### src/rtl/rx_dsp_pkg.sv
// Shared types and constants for the RX integrate-and-dump DSP stage.
package rx_dsp_pkg;

   typedef enum logic {IDLE, ACCUM} integ_state_t;

   localparam int ACC_W         = 23;
   localparam int LOG2_MAX      = 7;
   localparam int CNT_W         = 8;
   localparam int SAMP_W        = 16;
   localparam int CTRL_LOG2_LSB = 0;
   localparam int CTRL_LOG2_W   = 3;

endpackage

### src/rtl/integ_dump_lane.sv
// One integrate-and-dump lane: 16-bit in, 23-bit accumulate, round/shift, 16-bit out.
// Rounding (half up) is enabled by defining RX_INTEG_ROUND_EN; otherwise the result truncates.
module integ_dump_lane
   import rx_dsp_pkg::*;
(
   input  logic              clock,
   input  logic              reset_n,
   input  logic              flush,
   input  logic              accept,
   input  logic              start,
   input  logic              dump,
   input  logic [2:0]        shift,
   input  logic [SAMP_W-1:0] sample,
   output logic [SAMP_W-1:0] result
);

   logic signed [ACC_W-1:0] acc_reg;
   logic signed [ACC_W-1:0] sum;
   logic signed [ACC_W:0]   round_val;
   logic signed [ACC_W:0]   rounded;

   // First sample of a block loads rather than adds.
   assign sum = (start ? '0 : acc_reg) + {{(ACC_W-SAMP_W){sample[SAMP_W-1]}}, sample};

`ifdef RX_INTEG_ROUND_EN
   assign round_val = (shift == 3'd0) ? '0 : ({{ACC_W{1'b0}}, 1'b1} << (shift - 3'd1));
`else
   assign round_val = '0;
`endif

   assign rounded = $signed({sum[ACC_W-1], sum}) + round_val;

   always_ff @(posedge clock or negedge reset_n) begin
      if (!reset_n) begin
         acc_reg <= '0;
         result  <= '0;
      end else if (flush) begin
         acc_reg <= '0;
      end else if (accept) begin
         acc_reg <= dump ? '0 : sum;
         if (dump) begin
            result <= SAMP_W'(rounded >>> shift);
         end
      end
   end

endmodule

### src/rtl/rx_dsp_integ_dump.sv
// RX DSP stage: frontend passes straight to the DDC; DDC output is averaged over 2^N strobes.
// Build option RX_INTEG_ROUND_EN selects round-half-up instead of truncation in the lanes.
module rx_dsp_integ_dump
   import rx_dsp_pkg::*;
#(
   parameter int         WIDTH = 24,
   parameter logic [7:0] BASE  = 8'd0
) (
   input  logic             clock,
   input  logic             reset_n,
   input  logic             clear,
   input  logic             enable,
   input  logic             set_stb,
   input  logic [7:0]       set_addr,
   input  logic [31:0]      set_data,
   input  logic [WIDTH-1:0] frontend_i,
   input  logic [WIDTH-1:0] frontend_q,
   output logic [WIDTH-1:0] ddc_in_i,
   output logic [WIDTH-1:0] ddc_in_q,
   output logic             ddc_in_enable,
   input  logic [31:0]      ddc_out_sample,
   input  logic             ddc_out_strobe,
   input  logic             ddc_out_enable,
   output logic [31:0]      bb_sample,
   output logic             bb_strobe,
   output logic [31:0]      debug
);

   integ_state_t   state_reg, state_next;
   logic [CNT_W-1:0] count_reg;
   logic [2:0]     log2_pend_reg;
   logic [2:0]     log2_active_reg;
   logic [2:0]     shift_sel;
   logic           flush, qualify, block_end;
   logic           start, accept, dump;
   logic           unused_set_data;

   assign ddc_in_i      = frontend_i;
   assign ddc_in_q      = frontend_q;
   assign ddc_in_enable = enable;

   assign flush     = clear || !enable;
   assign qualify   = ddc_out_strobe && ddc_out_enable && !flush;
   assign block_end = (count_reg + 8'd1) == (8'd1 << log2_active_reg);
   // From IDLE the pending N governs (it becomes active on this same edge).
   assign shift_sel = (state_reg == IDLE) ? log2_pend_reg : log2_active_reg;

   assign debug           = {count_reg, log2_active_reg, 21'b0};
   assign unused_set_data = ^set_data[31:CTRL_LOG2_LSB+CTRL_LOG2_W];

   always_ff @(posedge clock or negedge reset_n) begin
      if (!reset_n) state_reg <= IDLE;
      else          state_reg <= state_next;
   end

   always_comb begin
      state_next = state_reg;
      start      = 1'b0;
      accept     = 1'b0;
      dump       = 1'b0;
      if (flush) begin
         state_next = IDLE;
      end else if (qualify) begin
         accept = 1'b1;
         case (state_reg)
            IDLE: begin
               start = 1'b1;
               if (log2_pend_reg == 3'd0) dump = 1'b1;
               else                       state_next = ACCUM;
            end
            ACCUM: begin
               if (block_end) begin
                  dump       = 1'b1;
                  state_next = IDLE;
               end
            end
            default: state_next = IDLE;
         endcase
      end
   end

   always_ff @(posedge clock or negedge reset_n) begin
      if (!reset_n) begin
         count_reg       <= '0;
         log2_pend_reg   <= '0;
         log2_active_reg <= '0;
         bb_strobe       <= 1'b0;
      end else begin
         bb_strobe <= dump;
         if (set_stb && set_addr == BASE) begin
            log2_pend_reg <= set_data[CTRL_LOG2_LSB +: CTRL_LOG2_W];
         end
         if (accept && start) begin
            log2_active_reg <= log2_pend_reg;
         end
         if (flush)       count_reg <= '0;
         else if (accept) count_reg <= dump ? '0 : (start ? 8'd1 : count_reg + 8'd1);
      end
   end

   // Lane 0 handles Q (low half), lane 1 handles I (high half).
   generate
      for (genvar gi = 0; gi < 2; gi++) begin : g_lane
         integ_dump_lane u_lane (
            .clock   (clock),
            .reset_n (reset_n),
            .flush   (flush),
            .accept  (accept),
            .start   (start),
            .dump    (dump),
            .shift   (shift_sel),
            .sample  (ddc_out_sample[SAMP_W*gi +: SAMP_W]),
            .result  (bb_sample[SAMP_W*gi +: SAMP_W])
         );
      end
   endgenerate

endmodule

### config.mk
export PLATFORM = sky130hd
export DESIGN_NAME = rx_dsp_integ_dump
export DESIGN_NICKNAME = d
export VERILOG_FILES = /design/src/rtl/rx_dsp_pkg.sv /design/src/rtl/integ_dump_lane.sv /design/src/rtl/rx_dsp_integ_dump.sv
export SDC_FILE = /design/constraint.sdc
export NUM_CORES = 1
export LEC_CHECK = 0
export ABC_AREA = 1
export CAP_MARGIN = 25
export CORE_MARGIN = 2
export CORE_UTILIZATION = 40
export CTS_BUF_LIST = sky130_fd_sc_hd__clkbuf_16
export DETAILED_ROUTE_END_ITERATION = 8
export PLACE_DENSITY = 0.66
export SYNTH_ARGS = -nofsm -noshare
export SYNTH_HDL_FRONTEND = slang
export SYNTH_SLANG_ARGS = --single-unit
export TNS_END_PERCENT = 30
### constraint.sdc
create_clock -name clock -period 3.9 [get_ports clock]
set_clock_uncertainty 0.2 [all_clocks]
set_input_delay 0.39 -clock clock [delete_from_list [all_inputs] [get_ports clock]]
set_output_delay 0.39 -clock clock [all_outputs]
set_load 0.01 [all_outputs]
==> results.sh <==
export IMPL_synth_top_cell_area_share_pct=24.7
export IMPL_setup_viol=0
export IMPL_num_rows=56
export IMPL_drive_gt1_share_pct=4.08
export IMPL_area_growth_pct=13.2
export IMPL_syn_cell_area_sq_mm=0.00954
export IMPL_utilization_pct=46.0
export IMPL_drt_wl_total_um=28300
export IMPL_critical_path_cell_chain="clkdlybuf4s50_1, nand2_1, nor2_1, nand2_2, buf_4, nand2_1, inv_1, fa_1, nand3_1, nand3_1, xor2_1, o21ai_0, o21ai_0, nand2_1, nand2_1, nand2_1, nand2_1"
export IMPL_min_period_ps=3450
export IMPL_fin_ws_ps=445
export IMPL_wire_per_inst_um=14.4
export IMPL_clkLatencyLatePin_ps=360
export IMPL_largest_register_ffs=46
export IMPL_first_pass_iters=5
export IMPL_reg2reg_from="state_reg"
export IMPL_nFillCells=2557
export IMPL_core_area_sq_mm=0.0235
export IMPL_grt_pass1_vias=9443
export IMPL_antenna_cells=0
export IMPL_rsz0062_at_grt="no"
export IMPL_grt_max_degree=56
export IMPL_dp_cells=1947
export IMPL_cts_clk_slew_worst_paths_ps=60
export IMPL_drv_slew=0
export IMPL_ys_seq_elements=94
export IMPL_p_leak_nw=6.04
export IMPL_num_vias=9718
export IMPL_die_h_um=158
export IMPL_reg2reg_slack_ps=540
export IMPL_grt_pass1_wl_um=46200
export IMPL_path_max_fanout=23
export IMPL_crit_top_cell="nand2_1"
export IMPL_synth_edf_count=0
export IMPL_maxSlewHeadroom_pct=44.4
export IMPL_finalNetCount=1814
export IMPL_antenna_left=0
export IMPL_yosysSeqAreaShare_pct=24.7
export IMPL_cts_resized_gates=0
export IMPL_r2r_end="g_lane[1].u_lane.result[1]"
export IMPL_max_stage_delay_ps=460
export IMPL_viasPerCell=4.95
export IMPL_hold_depth=2
export IMPL_min_from="g_lane[1].u_lane.result[2]"
export IMPL_crit_family="simple AND/OR/NAND/NOR gates"
export IMPL_finalHoldViolations=0
export IMPL_initial_core_util_pct=40.6
export IMPL_hold_end="g_lane[1].u_lane.result[2]"
export IMPL_hold_class="flop to flop"
export IMPL_ys_types=36
export IMPL_synth_top_area_cell="dfrtp_1"
export IMPL_io_pin_count=241
export IMPL_numPortBuffers=94
export IMPL_routabilityCongestion=0.904
export IMPL_htree_levels=3
export IMPL_cts_tree="done"
export IMPL_ys_warnings_count=0
export IMPL_rr_worst_depth=15
export IMPL_cts_setup_buffers=0
export IMPL_crit_slowest_cell="clkdlybuf4s50_1"
export IMPL_clockBufferDepth=2
export IMPL_antenna_found_initial=0
export IMPL_required_ps=3990
export IMPL_cap_violations=0
export IMPL_cts_hold_buffers=1
export IMPL_clockRootBuffer="clkbuf_16"
export IMPL_worstMarginPinSlew_ps=833
export IMPL_status="finished, final reports clean"
export IMPL_dieArea_sq_mm=0.0251
export IMPL_die_w_um=158
export IMPL_fmax_mhz=289
export IMPL_dp_slack_ps=88.0
export IMPL_first_iter_violations=688
export IMPL_netlist_instances=1599
export IMPL_fin_cells=1962
export IMPL_end_kind="flop"
export IMPL_cts_sinks=94
export IMPL_powerDensity_mw_per_mm2=265
export IMPL_synth_common_cells="nand2_1, inv_1, nand3_1"
export IMPL_critPathLaunch="ddc_out_strobe"
export IMPL_drc=0
export IMPL_peakVddDrop_mv=0.237
export IMPL_gr_total_overflow=0
export IMPL_crit_buf_inv=3
export IMPL_synth_area_top_cells="dfrtp_1, nand2_1, nand3_1, inv_1, ha_1"
export IMPL_start_kind="primary input"
export IMPL_arrival_ps=3540
export IMPL_syn_area_per_cell_sq_um=5.96
export IMPL_placed_area_sq_mm=0.0105
export IMPL_critical_path_class="primary input to flop"
export IMPL_synthArstFlopShare_pct=100
export IMPL_dpl_hpwl_um=21900
export IMPL_numCtsBuffers=9
export IMPL_stdcell_area_sq_mm=0.0108
export IMPL_ys_flop_type="dfrtp_1"
export IMPL_min_period_over_period_pct=88.6
export IMPL_totalNegativeSetupSlack_ps=0
export IMPL_track_usage_pct=23.3
export IMPL_synth_most_common_cell="nand2_1"
-- placed cells by master, fill, tap and decap left out, drive strengths merged --
cell type      Yosys  layout
clkdlybuf4s50      0      93
nand2            584     584
nand3b            10      10
clkinv             1       3
dlygate4sd3        0       1
mux2               3       3
buf               87      35
nand3            234     234
fa                 2       2
clkbuf            32       9
a21boi             1       1
o22ai             45      45
o211ai             3       3
nor4               1       1
nand4             16      16
inv              262     263
xor2              12      12
o21ai             42      42
and2               9       9
bufinv             0       2
ha                45      45
a21oi             38      38
conb               1      21
and3               1       1
xnor2              8       8
nor3               4       4
nor2              62      62
o21bai             2       2
dfrtp             94      94
-- per-layer routing --
layer / GRT usage, % / vias up / wire length (um)
li1: - / 5032 / -
met1: 28.7 / 4434 / 12400
met2: 42.2 / 209 / 13800
met3: 2.34 / 43 / 1120
met4: 8.28 / 0 / 857
met5: 0 / - / 0
-- worst min-delay path, stage by stage, from the launching register on --
cell,delay (ps)
dfrtp_1,350
nand2_1,50
nand2_1,50
-- logic make-up (layout without fill, tap and decap cells) --
family | after synthesis | in the layout | share of synthesized area [%]
XOR/XNOR | 20 | 20 | 1.84
adder cells (fa/ha/maj) | 47 | 47 | 6.32
multiplexers | 3 | 3 | 0.354
buffers and inverters | 382 | 406 | 18.3
other | 1 | 21 | 0.0393
AND/OR/NAND/NOR | 921 | 921 | 40.7
AO/OA/AOI/OAI | 131 | 131 | 7.74
flip-flops | 94 | 94 | 24.7
-- area by class of cell --
class	count	area [sq um]	share of cell area, %
Sequential cell	94	2350	21.8
Clock buffer	9	225	2.09
Clock inverter	5	77.6	0.718
Multi-Input combinational cell	1143	5540	51.3
Inverter	263	987	9.14
Timing Repair Buffer	129	1220	11.3
Tap cell	319	399	3.70
-- per-stage QoR --
step                power (mW)  hold slack [ps]
finish                    2.86              279
global route              3.02              301
CTS                       2.88              280
detailed placement        1.90              219
global placement          1.89              219
floorplan                 1.60             -106
-- worst max path at each step --
stage | endpoint | depth (start not counted)
2_1_floorplan | g_lane[1].u_lane.result[5] | 20
3_5_place_dp | g_lane[1].u_lane.result[1] | 20
6_report | g_lane[1].u_lane.result[1] | 17
4_1_cts | g_lane[1].u_lane.result[7] | 18
3_3_place_gp | g_lane[1].u_lane.result[13] | 23
5_1_grt | g_lane[1].u_lane.result[4] | 19
-- report_power, final --
group	total [mW]	internal [mW]	switching (mW)
combinational	0.778	0.335	0.443
clock	0.979	0.554	0.425
sequential	1.11	1.05	0.0524
Note: power is estimated with default switching activity, not from simulation.
